==> src/rtl/mems_spi_arbiter.sv <==
`default_nettype none
// ============================================================================
// Module      : mems_spi_arbiter
// Description : Shares one DAC SPI master between the MEMS scan sequencer and
//               an auxiliary configuration requester. One command is picked
//               at a time, launched with a single-cycle start pulse, and the
//               master's busy flag is tracked to completion. Scan traffic has
//               priority; aux is guaranteed a slot after STARVE_MAX scan grants
//               while it is waiting.
// Ports       : clk, rst          - clock, synchronous active-high reset
//               scan_req/data/ack - scan command handshake (ack = 1-cycle pulse)
//               aux_req/data/ack  - aux command handshake (ack = 1-cycle pulse)
//               spi_start         - 1-cycle launch pulse to the SPI master
//               spi_data          - command word held for the whole transfer
//               spi_busy          - SPI master transfer in progress
//               owner             - source of current/last grant (0 scan, 1 aux)
//               spi_err           - sticky: busy never rose after a launch
// Revision    : 1.0 - initial release
// ============================================================================
module mems_spi_arbiter #(
  parameter int DATA_W     = 24,
  parameter int STARVE_MAX = 8,
  parameter int BUSY_TO    = 3
) (
  input  logic              clk,
  input  logic              rst,
  input  logic              scan_req,
  input  logic [DATA_W-1:0] scan_data,
  output logic              scan_ack,
  input  logic              aux_req,
  input  logic [DATA_W-1:0] aux_data,
  output logic              aux_ack,
  output logic              spi_start,
  output logic [DATA_W-1:0] spi_data,
  input  logic              spi_busy,
  output logic              owner,
  output logic              spi_err
);

  localparam logic [7:0] c_starve_max = 8'(STARVE_MAX);
  localparam logic [3:0] c_busy_to    = 4'(BUSY_TO);

  typedef enum logic [1:0] {
    IDLE      = 2'd0,
    LAUNCH    = 2'd1,
    WAIT_BUSY = 2'd2,
    WAIT_DONE = 2'd3
  } state_t;

  state_t            r_state;
  state_t            w_state_nxt;
  logic [7:0]        r_starve_cnt;
  logic [7:0]        w_starve_nxt;
  logic [3:0]        r_to_cnt;
  logic [3:0]        w_to_nxt;
  logic              r_spi_start;
  logic              w_start_nxt;
  logic              r_scan_ack;
  logic              w_scan_ack_nxt;
  logic              r_aux_ack;
  logic              w_aux_ack_nxt;
  logic [DATA_W-1:0] r_spi_data;
  logic [DATA_W-1:0] w_data_nxt;
  logic              r_owner;
  logic              w_owner_nxt;
  logic              r_spi_err;
  logic              w_err_nxt;
  logic              w_aux_wins;

  // Aux takes the slot when scan is idle, or when it has already watched
  // STARVE_MAX scan grants go by while waiting.
  assign w_aux_wins = !scan_req || (aux_req && (r_starve_cnt == c_starve_max));

  always_ff @(posedge clk) begin
    if (rst) begin
      r_state      <= IDLE;
      r_starve_cnt <= 8'd0;
      r_to_cnt     <= 4'd0;
      r_spi_start  <= 1'b0;
      r_scan_ack   <= 1'b0;
      r_aux_ack    <= 1'b0;
      r_spi_data   <= '0;
      r_owner      <= 1'b0;
      r_spi_err    <= 1'b0;
    end else begin
      r_state      <= w_state_nxt;
      r_starve_cnt <= w_starve_nxt;
      r_to_cnt     <= w_to_nxt;
      r_spi_start  <= w_start_nxt;
      r_scan_ack   <= w_scan_ack_nxt;
      r_aux_ack    <= w_aux_ack_nxt;
      r_spi_data   <= w_data_nxt;
      r_owner      <= w_owner_nxt;
      r_spi_err    <= w_err_nxt;
    end
  end

  // Start and ack are computed on the way into LAUNCH so that, once
  // registered, they are high exactly for the LAUNCH cycle.
  always_comb begin
    w_state_nxt    = r_state;
    w_starve_nxt   = r_starve_cnt;
    w_to_nxt       = r_to_cnt;
    w_start_nxt    = 1'b0;
    w_scan_ack_nxt = 1'b0;
    w_aux_ack_nxt  = 1'b0;
    w_data_nxt     = r_spi_data;
    w_owner_nxt    = r_owner;
    w_err_nxt      = r_spi_err;

    case (r_state)
      IDLE: begin
        if (!aux_req) begin
          w_starve_nxt = 8'd0;
        end
        if (!spi_busy && (scan_req || aux_req)) begin
          w_state_nxt = LAUNCH;
          w_start_nxt = 1'b1;
          if (w_aux_wins) begin
            w_data_nxt    = aux_data;
            w_owner_nxt   = 1'b1;
            w_aux_ack_nxt = 1'b1;
            w_starve_nxt  = 8'd0;
          end else begin
            w_data_nxt     = scan_data;
            w_owner_nxt    = 1'b0;
            w_scan_ack_nxt = 1'b1;
            if (aux_req && (r_starve_cnt != c_starve_max)) begin
              w_starve_nxt = r_starve_cnt + 8'd1;
            end
          end
        end
      end

      LAUNCH: begin
        w_state_nxt = WAIT_BUSY;
        w_to_nxt    = 4'd0;
      end

      WAIT_BUSY: begin
        if (spi_busy) begin
          w_state_nxt = WAIT_DONE;
        end else begin
          w_to_nxt = r_to_cnt + 4'd1;
          // The command is dropped on timeout; the error flag tells the host.
          if ((r_to_cnt + 4'd1) == c_busy_to) begin
            w_err_nxt   = 1'b1;
            w_state_nxt = IDLE;
          end
        end
      end

      WAIT_DONE: begin
        if (!spi_busy) begin
          w_state_nxt = IDLE;
        end
      end

      default: begin
        w_state_nxt = IDLE;
      end
    endcase
  end

  assign spi_start = r_spi_start;
  assign scan_ack  = r_scan_ack;
  assign aux_ack   = r_aux_ack;
  assign spi_data  = r_spi_data;
  assign owner     = r_owner;
  assign spi_err   = r_spi_err;

endmodule
`default_nettype wire

==> config.mk <==
export PLATFORM = sky130hd
export DESIGN_NAME = mems_spi_arbiter
export DESIGN_NICKNAME = d
export VERILOG_FILES = /design/src/rtl/mems_spi_arbiter.sv
export SDC_FILE = /design/constraint.sdc
export NUM_CORES = 1
export LEC_CHECK = 0
export CORE_MARGIN = 3
export CORE_UTILIZATION = 39
export CTS_CLUSTER_SIZE = 25
export DETAILED_ROUTE_END_ITERATION = 7
export PLACE_DENSITY = 0.8
export SLEW_MARGIN = 5
export SYNTH_ARGS = -nofsm -noshare
export SYNTH_HDL_FRONTEND = slang
export SYNTH_SLANG_ARGS = --single-unit
==> constraint.sdc <==
create_clock -name clk -period 1.75 [get_ports clk]
set_clock_uncertainty 0.05 [all_clocks]
set_input_delay 0.2625 -clock clk [delete_from_list [all_inputs] [get_ports clk]]
set_output_delay 0.2625 -clock clk [all_outputs]
set_load 0.01 [all_outputs]
==> impl_metrics.csv, run 1 <==
group,metric,value,unit
setup_path,required,1890,ps
worst_hold_path,hold_class,"in2reg",
placement,portBuffers,81,
synth,yosys_warnings,0,
sta,rsz0062_at_grt,"true",
sta,fmax,543,MHz
clock_tree,h-tree-depth,2,
floorplan,die_h,79.2,um
sta,relSlewSlack,0.658,
finish,ff_latch_area,863,um2
sta,finalSetupViolCount,23,
clock_tree,clockBufferDepth,2,
detailed_routing,routedWlPerCell,15.7,um
setup_path,path_buf_inv,2,
finish,layout_commonest_cell,"clkdlybuf4s50_1",
sta,setup_ws,-91.7,ps
detailed_routing,detail_route.iter0.violations,103,
setup_path,worst_path_max_delay_cell,"or4bb_4",
global_route,grt_overflow,0,
run_status,outcome,"finished with violations",
setup_path,arrival,1980,ps
synth,synth_area,2090,um2
placement,hpwl,4500,um
clock_tree,cts_hold_buf,0,
floorplan,core-area,4940,um2
synth,synth_seq_area_share,0.412,
power_and_ir_drop,power_density,738,nW/um2
synth,synthFlopType,"dfxtp_1",
detailed_routing,postRouteAntennaNets,0,
clock_tree,cts-root-buf,"clkbuf_8",
floorplan,die_w,79.2,um
finish,fillCellCount,395,
sta,finalMaxSlewViolations,0,
detailed_routing,post_drt_via_cell_ratio,5.40,
finish,layout_common_cells,"80 x clkdlybuf4s50_1, 41 x dfxtp_1, 34 x nor2_1",
synth,ys_ff_latch,43,
setup_path,startpoint_type,"primary input",
sta,timing.final.crit_share,1.05,
setup_path,crit_fanout,13,
synth,synth_edf_count,0,
setup_path,critical_path.max_stage_delay,550,ps
placement,place_area,3170,um2
global_route,grt_pass1_vias,2131,
floorplan,initial_utilization,0.422,
global_route,antenna_found_initial,0,
floorplan,rows,25,
placement,pre_cts_ws,-388,ps
synth,syn_area_per_cell,8.28,um2
floorplan,die_area,6260,um2
clock_tree,cts_made_buffers,5,
power_and_ir_drop,ir_drop,528,uV
run,maxCapViolations,0,
power_and_ir_drop,p_leak,0.00123,uW
synth,ys_async_sr_fraction,0,
sta,worstMarginPinSlew,513,ps
finish,layout.nets,404,
run_status,violations,"setup timing",
detailed_routing,drcViolationCount,0,
detailed_routing,num_vias,2239,
clock_tree,clock_latency,300,ps
sta,min_period,1840,ps
finish,diodes,0,
finish,multiInputGateArea,1280,um2
detailed_routing,dr.pass1.iters,4,
setup_path,crit_path_cell_trace,"clkdlybuf4s50_1 > or4bb_4 > o21a_4 > clkbuf_16 > a21oi_1 > a211oi_1",
finish,utilization,0.697,
finish,finalInstanceArea,3450,um2
global_route,grt_max_degree,29,
synth,ys_types,45,
floorplan,pin_count,82,
detailed_routing,routed_wl,6500,um
setup_path,endpoint_kind,"flip-flop",
placement,gp_congestion,0.821,
clock_tree,cts_tree,"done",
synth,syn_inst,252,
global_route,grt_use_total,0.199,
power_and_ir_drop,p_total,2540,uW
synth,synth_fp_nets,309,
setup_path,critPathTopFamily,"buffers and inverters",
clock_tree,cts_sinks,43,
global_route,grt_pass1_wl,10000,um
finish,syn2layout_area_growth,65.1,%
finish,drive_above_1_share,0.230,
clock_tree,clk_pin_slew,80,ps
sta,hold_violations,0,
setup_path,path_class,"in2reg",
flip-flops by register name, summed over array words and instances, names as in the netlist:
register      count
scan_ack          1
r_starve_cnt      8
r_state           2
spi_err           1
r_to_cnt          4
spi_start         1
aux_ack           1
owner             1
spi_data         24
report_power, final:
group / internal, uW / leakage [uW] / switching [uW] / total [uW]
combinational: 364 / 0.000823 / 314 / 678
sequential: 1050 / 0.000353 / 34.5 / 1080
clock: 425 / 0.0000581 / 358 / 783
routing by layer:
layer	GRT usage	part of all wire	vias up
li1	-	-	1091
met1	0.231	0.41	1066
met3	0.0510	0.055	9
met5	0	0	-
met4	0.0567	0.013	0
met2	0.359	0.53	73
kinds of logic (layout without fill, tap and decap cells):
kind of cell	Yosys count	after routing	synth area share
AO/OA/AOI/OAI	78	78	0.266
buffers and inverters	25	121	0.0617
multiplexers	1	1	0.00480
AND/OR/NAND/NOR	100	100	0.227
adder cells (fa/ha/maj)	4	4	0.0240
XOR/XNOR	1	1	0.00420
flip-flops	43	43	0.412
metrics by stage:
step | cells | TNS (ps) | hold slack (ps)
floorplan | 252 | -270 | 354
detailed placement | 405 | -10750 | 406
global placement | 405 | -9740 | 402
CTS | 413 | -548 | 362
finish | 415 | -1000 | 368
global route | 415 | -2310 | 395
repair_timing:
action	CTS	global route
endpoints found under the setup margin	27	29
pin swaps	2	5
setup buffers	0	1
resized for setup	3	23
gates cloned	0	1
path summary, 6_finish.rpt:
| check | cells past startpoint | start | slack (ps) | end |
|---|---|---|---|---|
| worst max-delay path | 6 | aux_req | -90 | spi_data[20] |
| worst min-delay path | 2 | rst | 370 | r_to_cnt[0] |
| worst max register to register | 7 | r_starve_cnt[1] | -80 | spi_data[20] |
| worst min register to register | 2 | spi_err | 440 | spi_err |
layout make-up:
cell class | instances | area share
multi-input cells | 184 | 0.371
repair buffers | 108 | 0.316
clock inverters | 3 | 0.0127
flip-flops and latches | 43 | 0.251
well taps | 67 | 0.0243
inverters | 5 | 0.00545
clock buffers | 5 | 0.0200
worst reg2reg max path, stage by stage (launching register included):
cell and delay [ps]:
dfxtp_2 330, inv_2 60, ha_4 130, or4bb_4 470, o21a_4 240, clkbuf_16 190, a21oi_1 170, a211oi_1 80
synth_stat cells, drive strengths merged, types with 4 or more instances:
cell type  count  area (um2)
nand3          4        20.0
nor2          35         131
buf           10        72.6
clkbuf        10        37.5
ha             4        50.1
nand2         33         124
dfxtp         43         861
a211oi        26         245
a21oi         31         155
inv            5        18.8
a31oi          5        31.3
nor3           6        30.0
(Power assumes the default switching activity.)
==> run 2: changes to the inputs <==
--- a/config.mk
+++ b/config.mk
@@ -7,4 +7,6 @@
 export LEC_CHECK = 0
+export ABC_AREA = 0
 export CORE_MARGIN = 3
 export CORE_UTILIZATION = 39
+export CTS_CLUSTER_DIAMETER = 40
 export CTS_CLUSTER_SIZE = 25
--- a/constraint.sdc
+++ b/constraint.sdc
@@ -4,2 +4,2 @@
 set_output_delay 0.2625 -clock clk [all_outputs]
-set_load 0.01 [all_outputs]
+set_load 0.005 [all_outputs]
==> results of run 2 <==
Same layout as run 1 (identical final DEF). Status: finished with violations: setup timing.
Among the figures that moved: total power 2540 uW -> 2520 uW; worst IR drop on VDD 528 uV -> 521 uV
==> run 3: changes to the inputs <==
Settings changed: CTS_CLUSTER_DIAMETER 40 to 150.
==> results of run 3 <==
Same layout as run 1 (identical final DEF). Status: finished with violations: setup timing.
Among the figures that moved: total power 2540 uW -> 2520 uW; worst IR drop on VDD 528 uV -> 521 uV
